--- config.mk ---
export PLATFORM = sky130hd
export DESIGN_NAME = tank_update_scheduler
export DESIGN_NICKNAME = d
export VERILOG_FILES = /design/src/rtl/tank_update_scheduler.sv
export SDC_FILE = /design/constraint.sdc
export NUM_CORES = 1
export LEC_CHECK = 0
export BUFFER_PORTS_ARGS = -buffer_cell sky130_fd_sc_hd__buf_2
export CAP_MARGIN = 20
export CORE_ASPECT_RATIO = 0.7
export CORE_MARGIN = 3
export CORE_UTILIZATION = 55
export DETAILED_ROUTE_END_ITERATION = 10
export GPL_TIMING_DRIVEN = 0
export PLACE_DENSITY = 0.77
export SLEW_MARGIN = 20
export SYNTH_ARGS = -nofsm -noshare
export SYNTH_HDL_FRONTEND = slang
export SYNTH_SLANG_ARGS = --single-unit
--- constraint.sdc ---
create_clock -name clk -period 3.1 [get_ports clk]
set_input_delay 0.62 -clock clk [delete_from_list [all_inputs] [get_ports clk]]
set_output_delay 0.62 -clock clk [all_outputs]
set_load 0.01 [all_outputs]
--- src/rtl/tank_update_scheduler.sv ---
`default_nettype none
// ============================================================================
// Module      : tank_update_scheduler
// Description : Buffers CPU register writes to tank sprite controllers and
//               replays them one per cycle during vertical blanking.
// Revision    : 1.0 - initial release
// ============================================================================
module tank_update_scheduler #(
    parameter int NUM_TANKS = 4,
    parameter int DEPTH     = 4
) (
    input  logic                 clk,
    input  logic                 rst,
    input  logic                 req_valid_i,
    output logic                 req_ready_o,
    input  logic [1:0]           req_tank_i,
    input  logic [1:0]           req_addr_i,
    input  logic [31:0]          req_data_i,
    input  logic                 vblank_i,
    output logic [NUM_TANKS-1:0] MW_o,
    output logic [1:0]           address_o,
    output logic [31:0]          data_o,
    output logic [3:0]           pending_o,
    output logic                 frame_done_o,
    output logic                 drop_o
);

    localparam int         PTR_W       = (DEPTH > 1) ? $clog2(DEPTH) : 1;
    localparam logic [3:0] c_depth     = 4'(DEPTH);
    localparam logic [2:0] c_num_tanks = 3'(NUM_TANKS);

    typedef enum logic [1:0] {
        S_IDLE  = 2'd0,
        S_WAIT  = 2'd1,
        S_ISSUE = 2'd2
    } state_t;

    state_t           r_state;
    logic [1:0]       r_tank_mem [DEPTH];
    logic [1:0]       r_addr_mem [DEPTH];
    logic [31:0]      r_data_mem [DEPTH];
    logic [PTR_W-1:0] r_wr_ptr;
    logic [PTR_W-1:0] r_rd_ptr;
    logic [3:0]       r_count;

    logic                 w_accept;
    logic                 w_legal;
    logic                 w_push;
    logic                 w_pop;
    logic [3:0]           w_count_next;
    logic [NUM_TANKS-1:0] w_strobe;

    // Readiness looks only at the stored occupancy, so a full FIFO stays
    // closed even on a cycle where an entry is popped.
    assign req_ready_o  = (r_count < c_depth);
    assign w_accept     = req_valid_i && req_ready_o;
    assign w_legal      = (req_addr_i != 2'b11) && ({1'b0, req_tank_i} < c_num_tanks);
    assign w_push       = w_accept && w_legal;
    // Every edge that sees blanking with something queued drains one entry.
    assign w_pop        = (r_state != S_IDLE) && vblank_i;
    assign w_count_next = r_count + {3'b000, w_push} - {3'b000, w_pop};
    assign pending_o    = r_count;

    always_comb begin
        w_strobe = '0;
        for (int k = 0; k < NUM_TANKS; k++) begin
            w_strobe[k] = (r_tank_mem[r_rd_ptr] == 2'(k));
        end
    end

    always_ff @(posedge clk) begin
        if (w_push) begin
            r_tank_mem[r_wr_ptr] <= req_tank_i;
            r_addr_mem[r_wr_ptr] <= req_addr_i;
            r_data_mem[r_wr_ptr] <= req_data_i;
        end
    end

    always_ff @(posedge clk) begin
        if (rst) begin
            r_state      <= S_IDLE;
            r_wr_ptr     <= '0;
            r_rd_ptr     <= '0;
            r_count      <= '0;
            MW_o         <= '0;
            address_o    <= '0;
            data_o       <= '0;
            frame_done_o <= 1'b0;
            drop_o       <= 1'b0;
        end else begin
            drop_o       <= w_accept && !w_legal;
            frame_done_o <= w_pop && (w_count_next == 4'd0);
            r_count      <= w_count_next;

            if (w_push) begin
                r_wr_ptr <= r_wr_ptr + 1'b1;
            end

            if (w_pop) begin
                r_rd_ptr  <= r_rd_ptr + 1'b1;
                MW_o      <= w_strobe;
                address_o <= r_addr_mem[r_rd_ptr];
                data_o    <= r_data_mem[r_rd_ptr];
            end else begin
                MW_o      <= '0;
            end

            case (r_state)
                S_IDLE: begin
                    if (w_push) begin
                        r_state <= vblank_i ? S_ISSUE : S_WAIT;
                    end
                end
                S_WAIT: begin
                    if (vblank_i) begin
                        r_state <= (w_count_next == 4'd0) ? S_IDLE : S_ISSUE;
                    end
                end
                S_ISSUE: begin
                    if (w_count_next == 4'd0) begin
                        r_state <= S_IDLE;
                    end else if (!vblank_i) begin
                        r_state <= S_WAIT;
                    end
                end
                default: r_state <= S_IDLE;
            endcase
        end
    end

endmodule
`default_nettype wire

==> impl_metrics.py, run 1 <==
metrics = {
    "die": {
        "io_pins": 85,
        "dieWidth_um": 143.0,
        "die_h_um": 101.9,
        "coreArea_um2": 12630,
        "dieArea_um2": 14570,
        "initial_core_util_pct": 57.19,
        "rows": 34,
    },
    "min_path": {
        "hp-start": "req_data_i[29]",
        "hp-class": "in2reg",
    },
    "detailed_routing": {
        "drc_errors": 0,
        "firstDrtPassIters": 4,
        "first_iter_violations": 299,
        "vias": 3853,
        "wirelength_um": 13550,
        "ant_nets": 0,
        "vias_per_cell": 5.481,
        "wl_per_cell_um": 19.27,
    },
    "global_routing": {
        "grt_overflow_total": 0,
        "grt_pass1_vias": 3973,
        "antenna_found_initial": 1,
        "track_usage_pct": 19.99,
        "grt_pass1_wl_um": 21200,
        "grt_max_degree": 28,
    },
    "critical_path": {
        "worst-path-max-fanout": 10,
        "crit_path_end": "frame_done_o$_SDFF_PP0_",
        "rrSetupSlack_ns": 0.16,
        "crit_slowest_cell": "fa_1",
        "crit_required_ns": 3.46,
        "path_cells": "o21ai_0 > inv_2 > buf_2 > ha_1 > inv_1 > ha_1 > inv_1 > fa_1 > xor2_1 > nand3b_1 > nor3_1 > and2_1",
        "slowest_delay_ns": 0.37,
        "start_kind": "register",
        "end_kind": "register",
        "crit_type": "reg2reg",
        "r2r_end": "frame_done_o$_SDFF_PP0_",
        "critPathLaunch": "r_state[1]$_SDFFE_PP0P_",
        "crit_arrival_ns": 3.29,
        "r2r-start": "r_state[1]$_SDFFE_PP0P_",
        "rr_worst_depth": 12,
    },
    "timing": {
        "fin_skew_ns": 0.01254,
        "fin_crit_sh_pct": 94.72,
        "rsz0062_at_grt": "no",
        "finalSetupViolations": 0,
        "max_clock_freq_mhz": 340.6,
        "hold_ws_ns": 0.4049,
        "maxSlewHeadroom_pct": 56.73,
        "fin_crit_ns": 2.936,
        "tightestPinTransition_ns": 0.6490,
        "finalHoldViolCount": 0,
        "final_max_slew_viol_count": 0,
        "layout_setup_ws_ns": 0.1638,
    },
    "clock_network": {
        "h-tree-depth": 4,
        "cts_buffers": 17,
        "insertion_delay_ns": 0.42,
        "clk_pin_slew_ns": 0.07,
        "cts.path.max_buffers": 2,
        "cts_tree": "built",
        "hold_buffers": 0,
        "clock_tree.root_cell": "clkbuf_16",
        "clock-sinks": 196,
    },
    "job": {
        "max_cap_viol_count": 0,
    },
    "final_layout": {
        "layout_commonest_cell": "edfxtp_1",
        "area.growth.synth_to_final_pct": 17.47,
        "regArea_um2": 5365,
        "diodes": 0,
        "final_nets": 578,
        "multi_input_area_um2": 1677,
        "drive_above_1_share_pct": 31.42,
        "filler_cell_count": 859,
        "layout_common_cells": "edfxtp_1, buf_2, nand2_1, dfxtp_1, a21oi_1",
    },
    "yosys": {
        "synth.mux.area_fraction_pct": 11.67,
        "synth_cell_types": 33,
        "synth-adder-area-share_pct": 1.835,
        "yosys.area_share.simple_pct": 5.835,
        "ys_seq_area_share_pct": 74.25,
        "synth_fp_nets": 471,
        "syn_area_um2": 7226,
        "async_flop_share_pct": 0,
        "postSynthCellCount": 421,
        "synth-edff-count": 144,
        "synth_warnings": 0,
        "avgSynthCellArea_um2": 17.16,
        "synth_top_family_by_area": "multiplexers",
        "ys_ff_latch": 196,
        "synth_compound_area_share_pct": 3.203,
        "synth_xor_area_share_pct": 0.4848,
        "ys.flop_type": "edfxtp_1",
    },
    "power": {
        "power.leakage_nw": 3.005,
        "power_density_nw_per_um2": 719.8,
        "vdd_drop_max_mv": 0.4578,
        "total_power_mw": 6.110,
    },
    "placed_design": {
        "post-place-ws_ns": -0.09626,
        "gp_congestion": 0.7276,
        "port_buffers": 84,
        "hpwl_um": 8764,
    },
    "status": {
        "status": "completed",
    },
}
-- synthesized netlist by cell type (2+ instances only) --
master    number  area (um^2)
clkbuf_1       5        18.77
nor2_1        10        37.54
ha_1           9        112.6
nor4b_1        2        17.52
a21oi_1       36        180.2
mux4_2        30        675.7
xnor2_1        2        17.52
and2_1         5        31.28
nand2_1       72        270.3
edfxtp_1     144         4324
buf_2          7        35.03
inv_1         10        37.54
nor3_1         3        15.01
buf_4          4        30.03
o21ai_0        3        15.01
mux4_1         6        157.7
dfxtp_1       52         1041
and3_1         2        12.51
nand2b_1       2        12.51
xor2_1         2        17.52
buf_12         3        60.06
-- how the worst min path moves through the flow --
stage                                        endpoint  depth (start not counted)
final                     r_data_mem[0][29]$_DFFE_PP_                          1
after global placement        data_o[20]$_SDFFE_PP0P_                          2
after CTS                  r_data_mem[2][9]$_DFFE_PP_                          1
after floorplan             address_o[0]$_SDFFE_PP0P_                          2
after detailed placement       data_o[0]$_SDFFE_PP0P_                          2
after global routing       r_data_mem[2][9]$_DFFE_PP_                          1
-- repair_timing --
action                     4_1_cts  5_1_grt
buffers inserted                 0        0
setup endpoints to repair        0        3
gates resized for setup          0        1
-- layout make-up --
type / instances / area share, %
flip-flops and latches: 196 / 63.21
plain buffers: 20 / 1.828
clock buffers: 19 / 5.100
clock inverters: 13 / 1.341
inverters: 11 / 0.4864
multi-input cells: 194 / 19.75
well taps: 162 / 2.388
repair buffers: 88 / 5.896
-- per-layer routing --
metal  wire [um]  vias to the layer above  global-route usage, %  share of wire (%)
met1        5633                     1927                  26.25                 42
met3         965                       14                  5.659                7.1
met4         136                        2                  6.866                1.0
met2        6803                      117                  32.79                 50
li1            -                     1793                      -                  -
met5           9                        -                      0              0.066
-- kinds of logic (layout without fill, tap and decap cells) --
| kind of cell | count (synthesis) | in the layout |
|---|---|---|
| flip-flops | 196 | 196 |
| AND/OR/NAND/NOR | 100 | 100 |
| AO/OA/AOI/OAI | 43 | 43 |
| multiplexers | 37 | 37 |
| buffers and inverters | 31 | 151 |
| adder cells (fa/ha/maj) | 10 | 10 |
| XOR/XNOR | 4 | 4 |
-- state kept, by name, summed over array words and instances (netlist names), 4 cells and up, named ones only --
signal / flops
r_addr_mem: 8
pending_o: 4
r_data_mem: 128
data_o: 32
r_tank_mem: 8
MW_o: 4
-- stage by stage --
stage	util (%)	cells	area [um^2]	setup TNS, ns
2_1_floorplan	-	421	7226	0
6_report	67.18	703	8488	0
3_5_place_dp	62.79	671	7934	-0.2744
4_1_cts	67.12	703	8481	0
5_1_grt	67.18	703	8488	0
3_3_place_gp	62.12	667	7849	-2.447
-- worst max-delay path: cells and delay by family (launching register included) --
kind / cells / cell delay, ns
AOI/OAI and AO/OA: 1 / 0.33
xor gates and xnor gates: 1 / 0.19
buffers and inverters: 4 / 0.55
DFF: 1 / 0.34
and+or+nand+nor: 3 / 0.63
adders and majority gates: 3 / 0.82
-- where the power goes --
part | internal [mW] | switching, mW | leakage, nW
clock | 1.06 | 0.976 | 0.261
sequential | 3.05 | 0.0818 | 1.73
combinational | 0.425 | 0.520 | 1.01
total | 4.53 | 1.58 | 3.00
(Power assumes the default switching activity.)
==> inputs of run 2 (changes only) <==
==> constraint.sdc (replaced) <==
create_clock -name clk -period 2.81 [get_ports clk]
set_input_delay 0.562 -clock clk [delete_from_list [all_inputs] [get_ports clk]]
set_output_delay 0.562 -clock clk [all_outputs]
set_load 0.01 [all_outputs]
==> run 2 against run 1 <==
Effect of this change: wire length grew 0.92%; final cell count grew 0.28%; clock skew grew 0.00068 ns; setup slack lost 0.048 ns; fmax grew 9.0%; worst hold slack lost 0.056 ns; count of clock-buffer cells in the layout is the same; cell area grew 0.44%; largest cell class unchanged.
==> impl_metrics.py, run 2 (same netlist as run 1, synthesis figures left out) <==
metrics = {
    "global_routing": {
        "grt_pass1_wl_um": 21320,
        "grt_max_degree": 28,
        "track_usage_pct": 20.11,
        "grt_overflow_total": 0,
        "grt_pass1_vias": 3987,
        "antenna_found_initial": 1,
    },
    "power": {
        "total_power_mw": 6.800,
        "power.leakage_nw": 3.017,
        "power_density_nw_per_um2": 797.6,
        "vdd_drop_max_mv": 0.5019,
    },
    "clock_network": {
        "clock_tree.root_cell": "clkbuf_16",
        "clock-sinks": 196,
        "cts_buffers": 17,
        "cts.path.max_buffers": 2,
        "hold_buffers": 0,
        "insertion_delay_ns": 0.42,
        "clk_pin_slew_ns": 0.07,
        "h-tree-depth": 4,
        "cts_tree": "built",
    },
    "critical_path": {
        "cp_num_cells": 14,
        "critical-path-top-delay-family": "adder cells",
        "worst-path-max-fanout": 3,
        "path_cells": "inv_1 > ha_2 > nand2_2 > a21oi_4 > inv_1 > ha_1 > inv_1 > ha_1 > inv_1 > fa_1 > xor2_1 > nand3b_1 > nor3_2 > o41ai_1",
        "crit_buf_inv": 4,
        "crit_arrival_ns": 3.00,
        "crit_required_ns": 3.12,
        "crit_type": "reg2reg",
        "crit_top_cell": "inv_1",
        "slowest_delay_ns": 0.37,
        "end_kind": "register",
        "start_kind": "register",
        "crit_slowest_cell": "fa_1",
        "rr_worst_depth": 14,
    },
    "min_path": {
        "hp-class": "in2reg",
        "whs_path_depth": 1,
    },
    "die": {
        "coreArea_um2": 12630,
        "io_pins": 85,
        "dieWidth_um": 143.0,
        "die_h_um": 101.9,
        "rows": 34,
        "dieArea_um2": 14570,
        "initial_core_util_pct": 57.19,
    },
    "timing": {
        "maxSlewHeadroom_pct": 56.11,
        "tns_ns": 0,
        "final_max_slew_viol_count": 0,
        "finalSetupViolations": 0,
        "max_clock_freq_mhz": 371.1,
        "fin_crit_sh_pct": 95.90,
        "tightestPinTransition_ns": 0.6584,
        "fin_skew_ns": 0.01321,
        "fin_crit_ns": 2.695,
        "finalHoldViolCount": 0,
    },
    "detailed_routing": {
        "ant_nets": 0,
        "drc_errors": 0,
        "firstDrtPassIters": 4,
        "wl_per_cell_um": 19.39,
        "first_iter_violations": 293,
        "vias_per_cell": 5.489,
        "wirelength_um": 13670,
        "vias": 3870,
    },
    "final_layout": {
        "final_core_util_pct": 67.48,
        "finalNonFillerCells": 705,
        "final_area_um2": 8526,
        "diodes": 0,
        "largest_register_ffs": 128,
        "final_nets": 580,
        "layout_common_cells": "edfxtp_1, buf_2, nand2_1, dfxtp_1, a21oi_1",
        "layout_commonest_cell": "edfxtp_1",
        "largestRegisters": "r_data_mem (128), data_o (32)",
        "area.growth.synth_to_final_pct": 17.99,
        "top_register": "r_data_mem",
        "drive_above_1_share_pct": 32.60,
    },
    "placed_design": {
        "gp_congestion": 0.7276,
        "port_buffers": 84,
        "dp.cells": 671,
        "hpwl_um": 8764,
        "placed_cell_area_um2": 7934,
    },
    "status": {
        "status": "completed",
    },
    "job": {
        "max_cap_viol_count": 0,
    },
}
## run 2: cell count changes in the layout (fill, tap and decap cells not counted)
cell      previous run  this run
clkbuf_4             0         1
buf_2               91        90
o21ai_0              3         2
nand2_1             72        71
buf_4                4         6
nor4b_2              0         1
ha_2                 0         1
nand2_2              0         1
ha_1                 9         8
nor3_1               3         2
nor4b_1              2         1
nor3_2               0         1
o21ai_2              0         1
## run 2: final cells by class
cell class | instances | area [um^2]
clock inverters | 13 | 113.9
well taps | 162 | 202.7
clock buffers | 19 | 432.9
fillers | 853 | 4109
inverters | 11 | 41.29
plain buffers | 20 | 157.7
flip-flops and latches | 196 | 5365
multi-input cells | 194 | 1697
repair buffers | 90 | 515.5
## run 2: per-stage QoR
step,setup WS (ns),hold WS [ns]
2_1_floorplan,0.1826,0.4805
3_3_place_gp,-0.3033,0.4392
3_5_place_dp,-0.3283,0.4461
4_1_cts,0.03505,0.3304
5_1_grt,-0.03132,0.3290
6_report,0.1153,0.3486
## run 2: report_power, final
part	internal, mW	total (mW)	switching, mW	leakage, nW
combinational	0.501	1.10	0.601	1.02
clock	1.17	2.24	1.08	0.261
sequential	3.37	3.46	0.0917	1.73
total	5.03	6.80	1.77	3.02
## run 2: repair_timing
item,CTS,global route
pin swaps,0,1
endpoints found under the hold margin,0,0
setup buffers,1,1
resized for setup,3,5
endpoints found under the setup margin,3,3
## run 2: worst register-to-register path: stages (launching register included)
cell      delay [ns]
dfxtp_1         0.31
inv_1           0.09
ha_2            0.22
nand2_2         0.10
a21oi_4         0.15
inv_1           0.06
ha_1            0.29
inv_1           0.06
ha_1            0.16
inv_1           0.06
fa_1            0.37
xor2_1          0.17
nand3b_1        0.16
nor3_2          0.07
o41ai_1         0.33
## run 2: path summary, 6_finish.rpt
kind	from	to	slack, ns
worst min-delay path	req_data_i[29]	r_data_mem[0][29]$_DFFE_PP_	0.35
worst max register to register	pending_o[2]$_SDFF_PP0_	r_state[0]$_SDFFE_PP0P_	0.12
worst min register to register	data_o[20]$_SDFFE_PP0P_	data_o[20]$_SDFFE_PP0P_	0.45
worst max-delay path	pending_o[2]$_SDFF_PP0_	r_state[0]$_SDFFE_PP0P_	0.12
## run 2: layer usage
metal | vias up | routed length, um | GRT usage [%] | part of all wire, %
met5 | - | 9 | 0 | 0.066
met4 | 2 | 106 | 6.866 | 0.78
met3 | 12 | 1001 | 5.659 | 7.3
met2 | 112 | 6877 | 33.19 | 50
met1 | 1946 | 5678 | 26.28 | 42
li1 | 1798 | - | - | -
==> inputs of run 3 (changes only) <==
--- a/config.mk
+++ b/config.mk
@@ -12,8 +12,7 @@
 export CORE_UTILIZATION = 55
 export DETAILED_ROUTE_END_ITERATION = 10
 export GPL_TIMING_DRIVEN = 0
-export PLACE_DENSITY = 0.77
-export SLEW_MARGIN = 20
+export PLACE_DENSITY = 0.76
 export SYNTH_ARGS = -nofsm -noshare
 export SYNTH_HDL_FRONTEND = slang
 export SYNTH_SLANG_ARGS = --single-unit
==> run 3 against run 2 <==
Effect of this change: sequential power hardly changed; core utilization is 0.63 points higher; wire length is 3.0% higher; critical path depth stayed put; largest power group unchanged; highest routed layer is now met4.
==> impl_metrics.py, run 3 (same netlist as run 1, synthesis figures left out) <==
metrics = {
    "clock_network": {
        "h-tree-depth": 4,
        "cts.path.max_buffers": 2,
        "cts_buffers": 17,
        "cts_tree": "built",
        "clk_pin_slew_ns": 0.07,
        "clock_tree.root_cell": "clkbuf_16",
        "insertion_delay_ns": 0.42,
        "clock-sinks": 196,
    },
    "critical_path": {
        "path_cells": "inv_2 > ha_4 > nand2_2 > a21oi_4 > inv_1 > ha_1 > inv_1 > ha_1 > inv_1 > fa_2 > xor2_2 > nand3b_1 > nor4b_2 > o32ai_1",
        "crit_type": "reg2reg",
        "crit_top_cell": "inv_1",
        "start_kind": "register",
        "end_kind": "register",
        "crit_slowest_cell": "fa_2",
        "crit_arrival_ns": 2.93,
        "worst-path-max-fanout": 2,
        "crit_required_ns": 3.10,
        "slowest_delay_ns": 0.36,
    },
    "final_layout": {
        "layout_commonest_cell": "edfxtp_1",
        "top_register": "r_data_mem",
        "diodes": 0,
        "layout_common_cells": "edfxtp_1, buf_2, nand2_1, dfxtp_1, a21oi_1",
        "final_nets": 581,
        "area.growth.synth_to_final_pct": 19.10,
        "final_core_util_pct": 68.11,
        "largest_register_ffs": 128,
        "largestRegisters": "r_data_mem (128), data_o (32)",
        "finalNonFillerCells": 706,
        "drive_above_1_share_pct": 33.27,
    },
    "power": {
        "vdd_drop_max_mv": 0.5490,
        "power_density_nw_per_um2": 811.5,
        "power.leakage_nw": 3.053,
    },
    "placed_design": {
        "hpwl_um": 9048,
        "port_buffers": 84,
        "dp.cells": 671,
        "gp_congestion": 0.7336,
        "post-place-ws_ns": -0.3065,
    },
    "min_path": {
        "hp-class": "in2reg",
    },
    "global_routing": {
        "antenna_found_initial": 0,
        "grt_pass1_vias": 4103,
        "grt_max_degree": 27,
        "grt_pass1_wl_um": 22140,
        "grt_overflow_total": 0,
        "track_usage_pct": 20.55,
    },
    "detailed_routing": {
        "vias": 3972,
        "ant_nets": 0,
        "wirelength_um": 14090,
        "firstDrtPassIters": 4,
        "drc_errors": 0,
        "wl_per_cell_um": 19.95,
        "vias_per_cell": 5.626,
        "first_iter_violations": 233,
    },
    "timing": {
        "final_max_slew_viol_count": 0,
        "hold_ws_ns": 0.3519,
        "finalSetupViolations": 0,
        "fin_crit_sh_pct": 93.88,
        "fin_skew_ns": 0.01989,
        "tightestPinTransition_ns": 0.6482,
        "maxSlewHeadroom_pct": 56.79,
        "fin_crit_ns": 2.638,
        "max_clock_freq_mhz": 379.1,
        "finalHoldViolCount": 0,
        "layout_setup_ws_ns": 0.1719,
    },
    "die": {
        "coreArea_um2": 12630,
        "die_h_um": 101.9,
        "dieArea_um2": 14570,
        "rows": 34,
        "io_pins": 85,
        "initial_core_util_pct": 57.19,
        "dieWidth_um": 143.0,
    },
    "status": {
        "status": "completed",
    },
    "job": {
        "max_cap_viol_count": 0,
    },
}
-- run 3: where the power goes --
group          switching, mW  leakage (nW)  internal, mW  total, mW
Combinational          0.641          1.04         0.512       1.15
Sequential            0.0932          1.73          3.37       3.46
Clock                   1.04         0.284          1.33       2.37
Total                   1.78          3.05          5.21       6.98
-- run 3: through the flow --
step	area (um^2)	TNS, ns	total power [mW]
floorplan	7226	0	4.207
global placement	7849	-41.37	4.511
detailed placement	7934	-0.8523	4.578
CTS	8537	0	6.956
global route	8606	-0.02612	7.288
finish	8606	0	6.983
-- run 3: metal layers --
layer / wire, um / part of all wire [%] / vias up / GRT usage (%)
li1: - / - / 1803 / -
met1: 6125 / 43 / 2008 / 28.21
met2: 6767 / 48 / 150 / 32.83
met3: 1070 / 7.6 / 11 / 5.659
met4: 123 / 0.87 / 0 / 6.428
met5: 0 / 0 / - / 0
-- run 3: worst paths after layout --
path	slack (ns)	depth (start not counted)	end	from
worst max-delay path	0.17	14	r_state[1]$_SDFFE_PP0P_	pending_o[2]$_SDFF_PP0_
worst min-delay path	0.35	1	r_data_mem[2][27]$_DFFE_PP_	req_data_i[27]
worst max register to register	0.17	14	r_state[1]$_SDFFE_PP0P_	pending_o[2]$_SDFF_PP0_
worst min register to register	0.45	2	data_o[19]$_SDFFE_PP0P_	data_o[19]$_SDFFE_PP0P_
-- run 3: final cells by class --
type	instances	area (um^2)
inverters	11	43.79
multi-input cells	194	1730
clock buffers	18	429.2
plain buffers	20	157.7
fillers	844	4029
repair buffers	91	523.0
well taps	162	202.7
clock inverters	14	153.9
flip-flops and latches	196	5365
-- run 3: critical path, delay by kind of cell, from the launching register on --
family,cells,cell delay (ns)
flops,1,0.33
simple gates,3,0.54
xor+xnor,1,0.16
compound gates,2,0.27
fa+ha+maj,4,0.94
buf+inv,4,0.27
-- run 3: what timing repair did --
| item | CTS | global route |
|---|---|---|
| setup endpoints to repair | 3 | 3 |
| cloned | 0 | 0 |
| pin swaps | 0 | 5 |
| gates resized for setup | 3 | 13 |
| buffers inserted | 1 | 2 |
| hold buffers | 0 | 0 |
